--- config.mk ---
export PLATFORM = sky130hd
export DESIGN_NAME = trg_sci_pkt_gen
export DESIGN_NICKNAME = d
export VERILOG_FILES = /design/src/rtl/trg_sci_pkt_gen.sv
export SDC_FILE = /design/constraint.sdc
export NUM_CORES = 1
export LEC_CHECK = 0
export CORE_MARGIN = 2
export CORE_UTILIZATION = 34
export CTS_BUF_LIST = sky130_fd_sc_hd__clkbuf_8
export CTS_CLUSTER_DIAMETER = 50
export DETAILED_ROUTE_END_ITERATION = 10
export PLACE_DENSITY = 0.61
export SKIP_LAST_GASP = 1
export SYNTH_ARGS = -nofsm -noshare
export SYNTH_HDL_FRONTEND = slang
export SYNTH_SLANG_ARGS = --single-unit
--- constraint.sdc ---
create_clock -name clk_in -period 8.28 [get_ports clk_in]
set_clock_uncertainty 0.15 [all_clocks]
set_input_delay 1.656 -clock clk_in [delete_from_list [all_inputs] [get_ports clk_in]]
set_output_delay 1.656 -clock clk_in [all_outputs]
set_load 0.05 [all_outputs]
--- src/rtl/trg_sci_pkt_gen.sv ---
// Trigger science-data packetiser: snapshots trigger state on an enabled trigger
// and streams one framed, CRC-16 protected byte packet into a single-clock FIFO.
module trg_sci_pkt_gen #(
  parameter int          N_MODE     = 6,
  parameter int          HIT_W      = 16,
  parameter int          FIFO_DEPTH = 64,
  parameter int          AW         = 6,
  parameter logic [15:0] SYNC_WORD  = 16'hEB90
) (
  input  logic                clk_in,
  input  logic                rst_in,
  input  logic                trg_enb_sig,
  input  logic                coincid_trg_in,
  input  logic [8*N_MODE-1:0] trg_mode_in,
  input  logic [HIT_W-1:0]    hit_sig_stus_in,
  input  logic [15:0]         eff_trg_cnt_in,
  input  logic [23:0]         trg_busy_time_cnt_in,
  input  logic                trg_busy_timer_rdy_in,
  input  logic                fifo_rd_in,
  output logic [7:0]          fifo_data_out,
  output logic                fifo_empty_out,
  output logic [AW:0]         fifo_count_out,
  output logic [15:0]         frame_drop_cnt_out,
  output logic                busy_out
);

  localparam int FRAME_BYTES = 13 + HIT_W / 8;
  localparam int SH_W        = (FRAME_BYTES - 2) * 8;
  localparam int CW          = $clog2(FRAME_BYTES);
  localparam logic [AW:0] MAX_CNT = (AW + 1)'(FIFO_DEPTH - FRAME_BYTES);
  localparam logic [CW-1:0] LAST_IX = CW'(FRAME_BYTES - 3);

  typedef enum logic [1:0] {
    IDLE,
    SEND,
    CRC_HI,
    CRC_LO
  } state_t;

  state_t          state_q, state_d;
  logic [SH_W-1:0] sh_q;
  logic [CW-1:0]   cnt_q;
  logic [15:0]     crc_q;
  logic [15:0]     seq_q;
  logic [15:0]     drop_q;
  logic [7:0]      sel_q, sel_d;
  logic [7:0]      mode_q, mode_d;

  logic [7:0]      mem_q [FIFO_DEPTH];
  logic [AW-1:0]   wptr_q, rptr_q;
  logic [AW:0]     count_q;

  logic            trig, fits, accept, drop, seq_inc;
  logic            wr_en, rd_en;
  logic [7:0]      wr_data;

  function automatic logic [15:0] crc_byte(input logic [15:0] c,
                                           input logic [7:0]  d);
    logic [15:0] r;
    r = c ^ {d, 8'h00};
    for (int k = 0; k < 8; k++) begin
      r = r[15] ? ((r << 1) ^ 16'h1021) : (r << 1);
    end
    return r;
  endfunction

  // Lowest enabled index wins, so scan from the top down.
  always_comb begin
    sel_d  = 8'h00;
    mode_d = 8'h00;
    for (int i = N_MODE - 1; i >= 0; i--) begin
      if (trg_mode_in[8*i+6 +: 2] == 2'b01) begin
        sel_d  = {1'b1, 7'(i)};
        mode_d = trg_mode_in[8*i +: 8];
      end
    end
  end

  assign trig  = coincid_trg_in & trg_enb_sig;
  assign fits  = count_q <= MAX_CNT;
  assign rd_en = fifo_rd_in & (count_q != '0);

  always_comb begin
    state_d = state_q;
    accept  = 1'b0;
    drop    = 1'b0;
    seq_inc = 1'b0;
    wr_en   = 1'b0;
    wr_data = sh_q[SH_W-1 -: 8];
    unique case (state_q)
      IDLE: begin
        if (trig) begin
          seq_inc = 1'b1;
          if (fits) begin
            accept  = 1'b1;
            state_d = SEND;
          end else begin
            drop = 1'b1;
          end
        end
      end
      SEND: begin
        wr_en = 1'b1;
        if (cnt_q == LAST_IX) state_d = CRC_HI;
      end
      CRC_HI: begin
        wr_en   = 1'b1;
        wr_data = crc_q[15:8];
        state_d = CRC_LO;
      end
      CRC_LO: begin
        wr_en   = 1'b1;
        wr_data = crc_q[7:0];
        state_d = IDLE;
      end
      default: state_d = IDLE;
    endcase
    if (trig && state_q != IDLE) drop = 1'b1;
  end

  always_ff @(posedge clk_in) begin
    if (rst_in) begin
      state_q <= IDLE;
      sh_q    <= '0;
      cnt_q   <= '0;
      crc_q   <= 16'hFFFF;
      seq_q   <= '0;
      drop_q  <= '0;
      sel_q   <= '0;
      mode_q  <= '0;
    end else begin
      state_q <= state_d;
      sel_q   <= sel_d;
      mode_q  <= mode_d;
      if (seq_inc) seq_q <= seq_q + 16'd1;
      if (drop && drop_q != 16'hFFFF) drop_q <= drop_q + 16'd1;
      if (accept) begin
        sh_q  <= {SYNC_WORD, seq_q, sel_q, mode_q, hit_sig_stus_in,
                  eff_trg_cnt_in,
                  trg_busy_timer_rdy_in ? trg_busy_time_cnt_in : 24'hFFFFFF};
        cnt_q <= '0;
        crc_q <= 16'hFFFF;
      end else if (state_q == SEND) begin
        sh_q  <= {sh_q[SH_W-9:0], 8'h00};
        cnt_q <= cnt_q + 1'b1;
        // The sync word is the first two bytes and stays out of the CRC.
        if (cnt_q >= CW'(2)) crc_q <= crc_byte(crc_q, wr_data);
      end
    end
  end

  always_ff @(posedge clk_in) begin
    if (wr_en) mem_q[wptr_q] <= wr_data;
  end

  always_ff @(posedge clk_in) begin
    if (rst_in) begin
      wptr_q  <= '0;
      rptr_q  <= '0;
      count_q <= '0;
    end else begin
      if (wr_en) wptr_q <= wptr_q + 1'b1;
      if (rd_en) rptr_q <= rptr_q + 1'b1;
      if (wr_en && !rd_en) count_q <= count_q + 1'b1;
      else if (!wr_en && rd_en) count_q <= count_q - 1'b1;
    end
  end

  assign fifo_empty_out     = (count_q == '0);
  assign fifo_data_out      = fifo_empty_out ? 8'h00 : mem_q[rptr_q];
  assign fifo_count_out     = count_q;
  assign frame_drop_cnt_out = drop_q;
  assign busy_out           = (state_q != IDLE);

endmodule

**Yosys cells after proc, flatten, opt, wreduce, memory -nomap -nowiden**

Memory sizes are Yosys's and may differ from the RTL's. A register that Yosys moved wholly into a read port is not among the register bits.
Cells that the tools add are included.

- Register bits after elaboration: 193
- RAM bits: 512
- Memories kept: 1

Memories:

| name | depth | width | rd ports | clocked after Yosys merged registers in | wr ports | line | RTL |
|---|---|---|---|---|---|---|---|
| mem_q | 64 | 8 | 1 | 1 | 1 | 49 | `logic [7:0] mem_q [FIFO_DEPTH];` |

- $add $sub $neg: 7
- Magnitude comparators: 2
- Equality and inequality tests: 14
- Muxes and demuxes: 45
- Bitwise gates (word level): 11
- Reduce and logical (&&, ||, !) cells: 20

Operators by type and width:

| cell | count |
|---|---|
| two-way mux 104 bit | 2 |
| two-way mux 13 bit | 8 |
| two-way mux 8 bit | 13 |
| adder 16 x 1 -> 16 bit (second input constant) | 2 |
| two-way mux 24 bit | 1 |
| inverter 3 bit | 8 |
| inequality test 16 bit (second input constant) | 1 |
| case mux 8 bit (2 select lines) | 1 |
| XOR 16 bit | 1 |
| equality test 2 x 1 -> 1 bit (second input constant) | 7 |
| two-way mux 7 bit | 2 |
| adder 6 x 1 -> 6 bit (second input constant) | 2 |
| two-way mux 1 bit | 12 |
| two-way mux 6 bit | 2 |
| case mux 2 bit (4 select lines) | 1 |
| adder 7 x 1 -> 7 bit (second input constant) | 1 |
| less-or-equal comparator 7 x 6 -> 1 bit (second input constant) | 1 |
| logical NOT 7 bit | 1 |
| nonzero test 7 bit | 1 |
| subtractor 7 x 1 -> 7 bit (second input constant) | 1 |
| two-way mux 2 bit | 3 |
| inequality test 2 bit (second input constant) | 3 |
| nonzero test 2 bit | 3 |
| OR reduction 3 bit | 2 |
| 13 further kinds | 20 |

**Logic depth before layout (Yosys ltp)**

- Depth in word-level cells: 19
- Gate-level depth with buffers: 14
- Mapped depth without buffers: 13

**Worst setup path after synthesis**

No wires, ideal clock.

- Path kind: reg2out
- From: register count_q[1] (netlist: fifo_count_out[1])
- To: output port fifo_data_out[1]
- Arrival time: 2.478 ns
- Data required time: 6.474 ns
- Setup slack: 3.996 ns
- Cell stages (with the launch flop): 6
- Path through: dfxtp_1 nor3_1 nand2_1 and2_1 o221ai_1 o31ai_1

- Word-level cells in the longest chain between the ends: 2

RTL lines:

| item | line | RTL |
|---|---|---|
| start: declaration | 51 | `logic [AW:0] count_q;` |
| start signal: assignment | 164 | `if (wr_en && !rd_en) count_q <= count_q + 1'b1;` |
| start signal: assignment | 165 | `else if (!wr_en && rd_en) count_q <= count_q - 1'b1;` |
| logical NOT 7 bit | 169 | `assign fifo_empty_out = (count_q == '0);` |
| two-way mux 8 bit | 170 | `assign fifo_data_out = fifo_empty_out ? 8'h00 : mem_q[rptr_q];` |
| end: declaration | 20 | `output logic [7:0] fifo_data_out,` |

No other way between the ends.

==> metrics.md <==
| Metric | Value |
|---|---|
| Status | `complete, no violations` |
| CP arrival | `around 4.6 ns` |
| WL/cell | `around 21 um` |
| Post-CTS Setup Repair Bufs | `0` |
| Die X-Extent | `around 300 um` |
| Io pins | `around 140` |
| PortBufs | `~140` |
| Cts hold-fix bufs | `0` |
| Post-synth EDFFs | `between 500 and 600` |
| First-pass GRT wire length | `around 110 mm` |
| First drt pass iteration count | `5` |
| Sequential fraction of the synthesis area | `66.4%` |
| Largest area contributor in the netlist | `edfxtp_1` |
| Syn_nets | `2027` |
| Cells after Synth | `approximately 1900` |
| Synth unique cells | `73` |
| DRC Markers | `0` |
| Rel. slew slack | `16.5%` |
| Critical path class | `flop to primary output` |
| Post-route ant nets | `0` |
| Vias per cell | `just over 5` |
| Crit-path max FO | `between 40 and 50` |
| DRT iter0 DRCs | `about 1400` |
| Grt ovf | `0` |
| Clock Latency Late Sink | `roughly 0.75 ns` |
| Fraction of registers with async set/reset | `0%` |
| Slowest stage delay, CP | `1.00 ns` |
| WHS | `around 0.34 ns` |
| Clock Sinks | `707` |
| Post-cts sizing count | `0` |
| Period utilization | `roughly 77%` |
| Pwr Total | `between 0.01 and 0.015 W` |
| Worst vdd ir | `about 0.00022 V` |
| Die ar. | `87800 um2` |
| Root Driver | `clkbuf_8` |
| Pwr/cell area | `roughly 300 nW/um2` |
| HP Class | `flop to flop` |
| Routed vias | `approximately 17000` |
| Setup TNS | `0 ns` |
| Final setup fails | `0` |
| Row count | `roughly 110` |
| Fill count | `a little under 8000` |
| Initial antenna violation count | `2` |
| Area grow syn2layout | `16.2%` |
| Routability Congestion | `a little over 0.8` |
| Largest net degree at the start of global routing | `92` |
| Syn Std Cell Area | `29100 um2` |
| Area contributors post-synth | `edfxtp_1, dfxtp_1, mux4_2, mux2i_1, nor2_1` |
| Max Slew Vio Count | `0` |
| Synthesized area per cell | `around 15 um2` |
| Worst Max-Slew Pin Slew | `1.25 ns` |
| CTS Buf Count | `120` |
| Top achievable clock speed | `between 150 and 200 MHz` |
| Endpoint class of the critical path | `primary output` |
| GRT Resource Usage Total | `~16%` |
| H-tree levels | `3` |
| Vias in the first global route | `around 17000` |
| Share of layout cells above drive strength 1 | `15.7%` |
| Unrepaired setup endpoints after global routing | `no` |
| CTS max path bufs | `3` |
| Leakage | `10.9 nW` |
| Hold Fails Final Rpt | `0` |
| Synth warn | `0` |
| Count leader, synth | `edfxtp_1` |
| Data required, critical path | `around 6.5 ns` |
| Die Height | `roughly 300 um` |
| Final net count | `approximately 2200` |
| CTS clk-pin slew, worst paths | `0.06 ns` |
| Detailed Place HPWL | `42.6 mm` |
| Final min period | `around 6.4 ns` |
| Design Area, Final | `about 34000 um2` |
| CP max stage cell | `dfxtp_4` |
| Initial Util | `between 30 and 40%` |
| Synth Flop Type | `edfxtp_1` |
| Critical Path Start Type | `flop` |
| Max Cap Violations | `0` |
| Post-synthesis register bit count | `707` |
| CP cell instances | `buf_4 -> a211oi_1 -> a2111oi_0 -> a22o_1 -> clkdlybuf4s50_1` |
| Top cell type's share of synthesized area | `between 50 and 60%` |
| DRT Wirelength | `69.2 mm` |
| Placed cell area | `roughly 31000 um2` |
| Core area | `about 85000 um2` |
| CTS tree | `done` |
| Synth cell count leaders | `edfxtp_1, nor2_1, dfxtp_1` |
report_power, final:
group,switching [W],leakage (nW),internal [W],total [W]
logic,0.00156,3.29,0.000991,0.00255
registers,0.000217,6.30,0.00440,0.00462
clock network,0.00142,1.33,0.00153,0.00295
total,0.00320,10.9,0.00692,0.0101
worst max-delay path, delay by kind of cell (launching register included):
kind / cells / cell delay [ns]
flops: 1 / 1.00
buf+inv: 2 / 1.52
compound gates: 3 / 1.29
final cells by class:
| cell class | instances | area, um2 | area share, % |
|---|---|---|---|
| antenna | 1 | 2.50 | 0.00741 |
| clock buffer | 132 | 1820 | 5.38 |
| clock inverter | 83 | 453 | 1.34 |
| inverter | 15 | 56.3 | 0.167 |
| multi-input combinational | 1051 | 9100 | 27.0 |
| sequential | 707 | 19300 | 57.1 |
| tap | 1144 | 1430 | 4.24 |
| timing repair buffer | 163 | 1600 | 4.75 |
final timing paths:
kind | from | end | slack, ns | cells past startpoint
worst max-delay path | flop | fifo_data_out[7] | 1.88 | 5
worst max register to register | fifo_count_out[4]$_SDFFE_PP0P_ | fifo_count_out[6]$_SDFFE_PP0P_ | 4.54 | 13
worst min-delay path | sh_q[92]$_SDFFE_PP0P_ | sh_q[100]$_SDFFE_PP0P_ | 0.34 | 2
worst min register to register | sh_q[92]$_SDFFE_PP0P_ | sh_q[100]$_SDFFE_PP0P_ | 0.34 | 2
flip-flops by register name, indices dropped and copies added, names as in the netlist, 6 cells and up, named ones only:
register	flops
crc_q	16
fifo_count_out	7
mem_q	512
seq_q	16
frame_drop_cnt_out	16
wptr_q	6
mode_q	8
rptr_q	6
sh_q	104
cells by family after synthesis:
kind of cell,Yosys count,synth area share [%]
multiplexers,258,14.5
XOR/XNOR,59,1.95
AO/OA/AOI/OAI,269,6.55
other,1,0.0129
AND/OR/NAND/NOR,444,7.27
buffers and inverters,139,2.50
adder cells (fa/ha/maj),20,0.887
flip-flops,707,66.4
per-stage QoR:
step | setup WS, ns | std cells | utilization, %
2_1_floorplan | 4.00 | 1897 | -
3_3_place_gp | 2.55 | 3079 | 37.1
3_5_place_dp | 2.53 | 3079 | 37.1
4_1_cts | 1.73 | 3294 | 39.7
5_1_grt | 1.54 | 3296 | 39.8
6_report | 1.88 | 3296 | 39.8
layer usage:
metal / global-route usage, % / wire, um / vias to the layer above
met5: 0 / 13 / -
met4: 5.47 / 1730 / 2
met3: 4.13 / 5620 / 123
met2: 24.7 / 31900 / 641
met1: 21.2 / 29900 / 8479
li1: - / - / 7697
cell usage in the layout, fill, tap and decap left out, types with 14 or more instances in the layout:
cell             netlist  final
a211oi_1              96     96
a21oi_1               41     41
buf_4                 14     20
clkbuf_8               0    132
clkdlybuf4s50_1        0    141
clkinv_1               0     14
dfxtp_1              195    192
edfxtp_1             512    512
ha_1                  19     18
inv_1                 15     59
mux2i_1              127    127
mux4_2               123    123
nand2_1               74     74
nand2b_1              22     22
nand3_1               28     24
nor2_1               207    207
nor2b_1               19     19
nor3b_1               32     32
o21ai_0               34     34
o22ai_1               16     16
xnor2_1               16     16
xor2_1                38     38
No activity file was read; power rests on OpenSTA's default activity.
